## src/rtl/matmul_controller.sv

```systemverilog
// matmul_controller: sequences a single-port, zero-wait data memory to compute
// C = A x B for square N x N row-major matrices.
// Per C element: N pairs of (READ_A, READ_B) accumulate one product each, then
// one WRITE stores the sum, giving 2N+1 cycles per element.
// All memory-port outputs are a Moore decode of the state and index counters.
module matmul_controller #(
  parameter int N      = 3,
  parameter int DATA_W = 16,
  parameter int ADDR_W = 16,
  parameter int A_BASE = 0,
  parameter int B_BASE = 9,
  parameter int C_BASE = 18
) (
  input  logic              clk,
  input  logic              reset,
  input  logic              start,
  output logic              busy,
  output logic              done,
  output logic [ADDR_W-1:0] mem_address,
  output logic [DATA_W-1:0] mem_write_data,
  output logic              mem_write_enable,
  output logic              mem_read_enable,
  input  logic [DATA_W-1:0] mem_read_data
);

  // Counters are one bit wider than needed to hold N-1.
  localparam int            CW   = $clog2(N) + 1;
  localparam logic [CW-1:0] LAST = CW'(N - 1);

  typedef enum logic [2:0] {
    S_IDLE   = 3'd0,
    S_READ_A = 3'd1,
    S_READ_B = 3'd2,
    S_WRITE  = 3'd3,
    S_DONE   = 3'd4
  } state_t;

  state_t              state_q, state_d;
  logic [CW-1:0]       i_q, i_d;
  logic [CW-1:0]       j_q, j_d;
  logic [CW-1:0]       k_q, k_d;
  logic [DATA_W-1:0]   a_q, a_d;
  logic [DATA_W-1:0]   acc_q, acc_d;

  // Full-width product, truncated to DATA_W, then added modulo 2^DATA_W.
  function automatic logic [DATA_W-1:0] mac_wrap(
    input logic [DATA_W-1:0] acc,
    input logic [DATA_W-1:0] a,
    input logic [DATA_W-1:0] b
  );
    logic [2*DATA_W-1:0] prod;
    prod = {{DATA_W{1'b0}}, a} * {{DATA_W{1'b0}}, b};
    return acc + prod[DATA_W-1:0];
  endfunction

  // Row-major element address; all terms are evaluated at ADDR_W and wrap.
  function automatic logic [ADDR_W-1:0] elem_addr(
    input int            base,
    input logic [CW-1:0] row,
    input logic [CW-1:0] col
  );
    return ADDR_W'(base) + ADDR_W'(row) * ADDR_W'(N) + ADDR_W'(col);
  endfunction

  // State, index counters and datapath registers; reset returns to IDLE cleared.
  always_ff @(posedge clk) begin
    if (reset) begin
      state_q <= S_IDLE;
      i_q     <= '0;
      j_q     <= '0;
      k_q     <= '0;
      a_q     <= '0;
      acc_q   <= '0;
    end else begin
      state_q <= state_d;
      i_q     <= i_d;
      j_q     <= j_d;
      k_q     <= k_d;
      a_q     <= a_d;
      acc_q   <= acc_d;
    end
  end

  // Next-state and counter/accumulator update logic.
  always_comb begin
    state_d = state_q;
    i_d     = i_q;
    j_d     = j_q;
    k_d     = k_q;
    a_d     = a_q;
    acc_d   = acc_q;
    case (state_q)
      S_IDLE: begin
        if (start) begin
          i_d     = '0;
          j_d     = '0;
          k_d     = '0;
          acc_d   = '0;
          state_d = S_READ_A;
        end
      end
      S_READ_A: begin
        a_d     = mem_read_data;
        state_d = S_READ_B;
      end
      S_READ_B: begin
        acc_d = mac_wrap(acc_q, a_q, mem_read_data);
        if (k_q == LAST) begin
          state_d = S_WRITE;
        end else begin
          k_d     = k_q + CW'(1);
          state_d = S_READ_A;
        end
      end
      S_WRITE: begin
        k_d   = '0;
        acc_d = '0;
        if (j_q < LAST) begin
          j_d     = j_q + CW'(1);
          state_d = S_READ_A;
        end else if (i_q < LAST) begin
          j_d     = '0;
          i_d     = i_q + CW'(1);
          state_d = S_READ_A;
        end else begin
          state_d = S_DONE;
        end
      end
      S_DONE: begin
        state_d = S_IDLE;
      end
      default: begin
        state_d = S_IDLE;
      end
    endcase
  end

  // Moore decode of the memory port and status outputs.
  always_comb begin
    busy             = 1'b0;
    done             = 1'b0;
    mem_address      = '0;
    mem_write_data   = '0;
    mem_write_enable = 1'b0;
    mem_read_enable  = 1'b0;
    case (state_q)
      S_READ_A: begin
        busy            = 1'b1;
        mem_address     = elem_addr(A_BASE, i_q, k_q);
        mem_read_enable = 1'b1;
      end
      S_READ_B: begin
        busy            = 1'b1;
        mem_address     = elem_addr(B_BASE, k_q, j_q);
        mem_read_enable = 1'b1;
      end
      S_WRITE: begin
        busy             = 1'b1;
        mem_address      = elem_addr(C_BASE, i_q, j_q);
        mem_write_data   = acc_q;
        mem_write_enable = 1'b1;
      end
      S_DONE: begin
        done = 1'b1;
      end
      default: begin
        busy = 1'b0;
      end
    endcase
  end

endmodule

```

## config.mk

```make
export PLATFORM = sky130hd
export DESIGN_NAME = matmul_controller
export DESIGN_NICKNAME = d
export VERILOG_FILES = /design/src/rtl/matmul_controller.sv
export SDC_FILE = /design/constraint.sdc
export NUM_CORES = 1
export LEC_CHECK = 0
export CAP_MARGIN = 40
export CORE_MARGIN = 4
export CORE_UTILIZATION = 25
export DETAILED_ROUTE_END_ITERATION = 8
export SLEW_MARGIN = 20
export SYNTH_ARGS = -nofsm -noshare
export SYNTH_HDL_FRONTEND = slang
export SYNTH_SLANG_ARGS = --single-unit
export TNS_END_PERCENT = 50
```

## constraint.sdc

```tcl
create_clock -name clk -period 11.5 [get_ports clk]
set_input_delay 2.875 -clock clk [delete_from_list [all_inputs] [get_ports clk]]
set_output_delay 2.875 -clock clk [all_outputs]
set_load 0.02 [all_outputs]
```

# [After elaboration in Yosys (flattened, before gate mapping)]
# Index checks and enable logic that the tools add are counted.
[op_classes] n_lt_le_gt_ge=2 eq_ne=10 multipliers=3 addsub=9 reduce_logical=9 muxes=22
[op_table] cell="$pmux 16 s3" n=1
[op_table] cell="$mux 16" n=2
[op_table] cell="$mux 3" n=9
[op_table] cell="$pmux 7 s3" n=1
[op_table] cell="$add 16x16->16" n=1
[op_table] cell="$mul 16x16->16" n=1
[op_table] cell="$add 6x3->7" n=2
[op_table] cell="$pmux 3 s2" n=2
[op_table] cell="$pmux 3 s4" n=1
[op_table] cell="$mul 3x2->5 const B" n=2
[op_table] cell="$add 3x1->3 const B" n=3
[op_table] cell="$eq 3x2->1 const B" n=3
[op_table] cell="$pmux 3 s3" n=1
[op_table] cell="$ne 2x2->1 const B" n=4
[op_table] cell="$add 4x5->6 const A" n=1
[op_table] cell="$add 5x3->6" n=1
[op_table] cell="$add 5x5->6 const A" n=1
[op_table] cell="$lt 3x2->1 const B" n=2
[op_table] cell="$reduce_and 3->1" n=2
[op_table] cell="$mux 1" n=4
[op_table] cell="$reduce_and 4->1" n=1
[op_table] cell="$eq 3x1->1 const B" n=1
[op_table] cell="$eq 3x3->1 const B" n=1
[op_table] cell="$logic_not 3->1" n=1
[op_table] cell="other kinds (7)" n=7
[word_totals] in_bits=19 reg_bits=44

# [Depth between registers and ports, before layout]
# Gate-level depths: netlist of the first run.
[logic_depth] word_depth=4 depth_mapped=20

# [Worst setup path after synthesis of the first run]
# No wires, ideal clock.
[synth_path] kind="input to register" start="in mem_read_data[6]" end="reg acc_q[15]" setup_ns=0.128 cell_stages=18 t_arrival_ns=7.702 setup_slack_ns=3.670 required_ns=11.372 path_buffers=1 path_cell_list="buf_1 -> and2_1 -> fa_1 -> inv_1 -> fa_1 -> fa_1 -> fa_1 -> inv_1 -> fa_1 -> inv_1 -> fa_1 -> inv_1 -> ha_1 -> a21o_1 -> a2111oi_0 -> a21oi_1 -> xnor2_1 -> o31ai_2"
[synth_between] elab_chain_len=3
[synth_lines] element="start: declaration" line="23" source="input logic [DATA_W-1:0] mem_read_data"
[synth_lines] element="$mul 16x16->16" line="52" source="prod = {{DATA_W{1'b0}}, a} * {{DATA_W{1'b0}}, b};"
[synth_lines] element="$add 16x16->16" line="53" source="return acc + prod[DATA_W-1:0];"
[synth_lines] element="$pmux 16 s3" line="92" source="case (state_q)"
[synth_lines] element="end signal: assignment" line="73" source="acc_q <= '0;"
[synth_lines] element="end signal: assignment" line="80" source="acc_q <= acc_d;"
[synth_lines] element="end: declaration" line="43" source="logic [DATA_W-1:0] acc_q, acc_d;"
# No other way between the ends.
# A chain may end at the register's enable or synchronous reset.

# [Worst setup path after layout of the first run]
[layout_path] start="in mem_read_data[2]" end="reg acc_q[15]"
# Same word-level chain as after synthesis.

==> results.cfg, run 1 <==
[logic_synthesis]
ys.warnings.count = 0
syn_area_sq_um = 6970
ys_seq_elements = 44
synth-seq-area-share_pct = 12.6
yosysUniqueCellTypes = 43
synth-edff-count = 0
syn-instance-count = 859
dominantRegCellSynth = dfxtp_1
async_flop_share_pct = 0
synth_area_per_cell_sq_um = 8.11

[timing]
fin_crit_sh_pct = 72.3
setup_viol = 0
hold_viol_final = 0
worst_slew_pin_slew_ns = 0.755
setup_slack_ns = 3.18
period_needed_ns = 8.32
rsz0062_at_grt = false
fin_skew_ns = 0.00922
max-slew-margin-rel_pct = 49.6
slew_violations = 0
clock.fmax_ghz = 0.120
hold_ws_ns = 0.460
timing.setup.tns_ns = 0

[worst_setup_path]
r2r-end = acc_q[15]
worstSetupStartpointType = input port
worstPathMaxFanout = 15
reg2regPathDepth = 17
critical_path_arrival_ns = 8.54
cp.required_ns = 11.72
r2r_slack_ns = 6.00
rr_startpoint = a_q[5]
criticalPathCategory = in2reg
cp-end-kind = flip-flop

[clocking]
cts-htree-levels = 2
cts_root_buf = clkbuf_16
postCtsSetupBuffers = 0
worstSkewPairLatency_ns = 0.31
clock_sinks = 44
max-clock-path-buffers = 2
numCtsBuffers = 5
clk_pin_slew_worst_paths_ns = 0.07
ctsResizeCount = 0
cts_tree = yes
ctsHoldBuffers = 0

[cells_and_area]
multi_input_area_sq_um = 5230
utilization_pct = 29.1
antenna-diode-count = 0
drive_gt1_share_pct = 1.94
regArea_sq_um = 881
finalNonFillerCells = 1249
fin_area_sq_um = 7910
fill_cells = 2992
finalNetCount = 1068
layout_common_cells = inv_1 (177), nand2_1 (129), fa_1 (100), ha_1 (73), and2_1 (55)
layout_commonest_cell = inv_1
syn_to_final_growth_pct = 13.5

[global_route]
grt_pass1_wl_mm = 28.7
groute.usage.overall_pct = 11.6
overflow = 0
antenna_found_initial = 1
grt_max_degree = 31
grt_pass1_vias = 5471

[drt]
drc = 0
first_pass_iters = 5
viasPerCell = 4.30
drt-initial-drc-count = 338
wl_per_cell_um = 13.9
num_vias = 5375
ant_nets = 0
wl_mm = 17.3

[place]
dpl_worst_slack_ns = 2.89
place_area_sq_um = 7720
globalplace.congestion = 0.804
place_inst = 1240
io_buffers = 44
dp_hpwl_mm = 14.3

[floorplanning]
start_util_pct = 25.6
die_y_um = 175
rows = 60
io_pins = 55
core_area_sq_um = 27200
die_area_sq_um = 30600
dieWidth_um = 175

[pwr]
p_leak_nw = 3.63
cellPowerDensity_nw_per_um2 = 77.1
vdd.ir_drop.worst_v = 0.0000635
power_mw = 0.610

[status]
outcome = finished clean

[worst_hold_path]
hold_path_startpoint = a_q[15]
hold_path_class = reg2reg
whs_path_depth = 2
hold_end = a_q[15]

[job]
cap_violations = 0
how the worst max path moves through the flow:
stage	depth (start not counted)	slack [ns]	endpoint	start
floorplan	18	3.67	acc_q[15]	mem_read_data[6]
global placement	18	2.91	acc_q[15]	mem_read_data[1]
detailed placement	18	2.89	acc_q[15]	mem_read_data[2]
CTS	18	3.20	acc_q[15]	mem_read_data[2]
global route	18	2.91	acc_q[15]	mem_read_data[2]
finish	18	3.18	acc_q[15]	mem_read_data[2]
metal layers:
metal | share of wire [%] | track usage (%)
met1 | 46 | 15.5
met3 | 4.1 | 2.01
met2 | 49 | 19.9
met4 | 1.2 | 2.00
met5 | 0 | 0
sequential cells by signal, summed over array words and instances (netlist names):
| name | flops |
|---|---|
| a_q | 16 |
| acc_q | 16 |
| i_q | 3 |
| j_q | 3 |
| k_q | 3 |
| state_q | 3 |
final cells by class:
class / count / area share (%)
Multi-Input combinational cell: 600 / 66.1
Sequential cell: 44 / 11.1
Inverter: 177 / 8.40
Timing Repair Buffer: 48 / 6.23
Tap cell: 372 / 5.88
Clock buffer: 5 / 1.58
Clock inverter: 3 / 0.633
where the power goes:
group | leakage (nW) | internal (mW) | switching, mW
Combinational | 3.19 | 0.110 | 0.151
Sequential | 0.357 | 0.158 | 0.0134
Clock | 0.0863 | 0.105 | 0.0735
synthesized netlist by cell type (all sizes together) (2+ instances only):
master	number	share of area (%)
xor2	11	1.4
a22oi	18	1.9
o21bai	5	0.54
nand3	3	0.22
and2	55	4.9
dfxtp	44	13
o21a	2	0.22
nor3	10	0.72
fa	100	29
nand2b	6	0.54
buf	18	1.7
o21ai	11	0.79
o31ai	2	0.29
nand2	129	6.9
ha	73	13
a21oi	42	3.0
o211ai	3	0.32
a21o	7	0.75
nor2	51	2.7
and3	5	0.45
nand3b	3	0.32
inv	177	9.5
nor2b	7	0.63
xnor2	34	4.3
clkbuf	29	1.6
critical path: stages:
cell,delay (ns)
clkdlybuf4s50_1,0.73
and2_1,0.32
fa_1,0.50
inv_1,0.05
fa_1,0.45
fa_1,0.48
fa_1,0.49
inv_1,0.05
fa_1,0.53
inv_1,0.06
fa_1,0.52
inv_1,0.04
ha_1,0.36
a21o_1,0.22
a2111oi_0,0.39
a21oi_1,0.14
xnor2_1,0.15
o31ai_2,0.17
cell families (layout without fill, tap and decap cells):
kind of cell	after synthesis	count (layout)	share of synthesized area, %
DFF	44	44	12.6
AOI/OAI and AO/OA	96	96	8.58
xor gates and xnor gates	46	46	5.98
other	1	10	0.0538
muxes	1	1	0.162
and+or+nand+nor	274	274	18.0
adders and majority gates	173	173	41.8
buffers and inverters	224	233	12.8
No activity file was read; power rests on OpenSTA's default activity.
==> run 2: changes to the inputs <==
clock period = 7.6 ns   (was 11.5 ns; I/O delays follow)
==> results.cfg, run 2 (synthesized netlist as in run 1, its figures left out) <==
[worst_setup_path]
cp-end-kind = flip-flop
worstSetupStartpointType = input port
cp_common_cell = fa_1
critPathBufInv = 5
max_stage_delay_ns = 0.55
worstPathMaxFanout = 8
cp.required_ns = 7.82
slowest_stage = fa_1
critical_path_arrival_ns = 7.39
r2r_slack_ns = 2.07
path_cells = clkdlybuf4s50_1 > and2_1 > fa_1 > inv_1 > fa_1 > fa_1 > fa_1 > inv_1 > fa_1 > inv_1 > fa_1 > inv_1 > ha_1 > a21o_1 > a2111oi_0 > a21oi_1 > xnor2_1 > o31ai_2
criticalPathCategory = in2reg
crit_family = adder cells

[floorplanning]
die_y_um = 175
start_util_pct = 25.6
dieWidth_um = 175
rows = 60
io_pins = 55
die_area_sq_um = 30600
core_area_sq_um = 27200

[pwr]
cellPowerDensity_nw_per_um2 = 117
vdd.ir_drop.worst_v = 0.0000859
p_leak_nw = 3.68
power_mw = 0.929

[clocking]
clk_pin_slew_worst_paths_ns = 0.07
ctsHoldBuffers = 0
postCtsSetupBuffers = 0
max-clock-path-buffers = 2
cts_tree = yes
cts_root_buf = clkbuf_16
cts-htree-levels = 2
clock_sinks = 44
worstSkewPairLatency_ns = 0.31
numCtsBuffers = 5
ctsResizeCount = 0

[worst_hold_path]
hold_path_class = reg2reg

[cells_and_area]
layout_commonest_cell = inv_1
fill_cells = 2985
finalNetCount = 1079
top_regs = a_q: 16 flops, acc_q: 16 flops
antenna-diode-count = 0
syn_to_final_growth_pct = 14.4
layout_common_cells = inv_1 (177), nand2_1 (129), fa_1 (100), ha_1 (73), and2_1 (55)
drive_gt1_share_pct = 3.04

[global_route]
grt_max_degree = 38
overflow = 0
grt_pass1_vias = 5616
grt_pass1_wl_mm = 29.7
antenna_found_initial = 0
groute.usage.overall_pct = 12.0

[drt]
wl_per_cell_um = 14.2
ant_nets = 0
viasPerCell = 4.29
drc = 0
wl_mm = 17.8
num_vias = 5401
first_pass_iters = 4
drt-initial-drc-count = 215

[job]
cap_violations = 0

[timing]
fin_crit_sh_pct = 94.4
setup_viol = 0
hold_viol_final = 0
max-slew-margin-rel_pct = 47.8
fin_skew_ns = 0.00734
rsz0062_at_grt = false
slew_violations = 0
clock.fmax_ghz = 0.139
period_needed_ns = 7.17
timing.setup.tns_ns = 0
worst_slew_pin_slew_ns = 0.782

[status]
outcome = finished clean

[place]
globalplace.congestion = 0.864
dp_hpwl_mm = 14.6
io_buffers = 44
[run 2: changes by cell type in the layout (fill, tap and decap cells not counted)]
cell | before | now
buf_4 | 2 | 14
buf_12 | 0 | 1
buf_16 | 1 | 0
buf_8 | 1 | 0
nor2b_1 | 6 | 7
nor2b_2 | 1 | 0
[run 2: layout make-up]
class | instances | area (sq um) | share of cell area, %
Clock inverter | 3 | 50.0 | 0.627
Timing Repair Buffer | 59 | 561 | 7.03
Inverter | 177 | 664 | 8.33
Tap cell | 372 | 465 | 5.83
Clock buffer | 5 | 125 | 1.57
Sequential cell | 44 | 881 | 11.0
Multi-Input combinational cell | 600 | 5230 | 65.6
[run 2: path summary, 6_finish.rpt]
check	startpoint	end	cells after the start
max	mem_read_data[6]	acc_q[15]	18
min	a_q[15]	a_q[15]	2
max reg2reg	a_q[5]	acc_q[15]	17
min reg2reg	a_q[15]	a_q[15]	2
[run 2: through the flow]
step                cell area (sq um)  setup WS, ns  util (%)  hold slack, ns  instances
global placement                 7770         0.118      28.6           0.448       1250
global route                     7980         0.207      29.4           0.474       1260
detailed placement               7800        0.0910      28.7           0.448       1252
floorplan                        7000         0.745         -           0.436        868
CTS                              7980         0.418      29.4           0.459       1260
finish                           7980         0.428      29.4           0.457       1260
[run 2: power by group]
part	switching (mW)	internal, mW
clock network	0.111	0.159
registers	0.0204	0.239
logic	0.230	0.170
total	0.361	0.568
[run 2: worst reg2reg max path, cell delays in order, from the launching register on]
cell	delay, ns
dfxtp_1	0.49
and2_1	0.25
fa_1	0.53
inv_1	0.05
fa_1	0.55
fa_1	0.44
fa_1	0.50
inv_1	0.06
fa_1	0.53
inv_1	0.05
fa_1	0.52
inv_1	0.04
ha_1	0.34
a21o_1	0.21
a2111oi_0	0.39
a21oi_1	0.15
xnor2_1	0.16
o31ai_2	0.17
[run 2: routing by layer]
layer / vias to the layer above / GRT usage, % / wire length (um)
li1: 2640 / - / -
met1: 2647 / 16.2 / 8380
met2: 100 / 20.4 / 8650
met3: 14 / 1.99 / 630
met4: 0 / 2.03 / 184
met5: - / 0 / 0
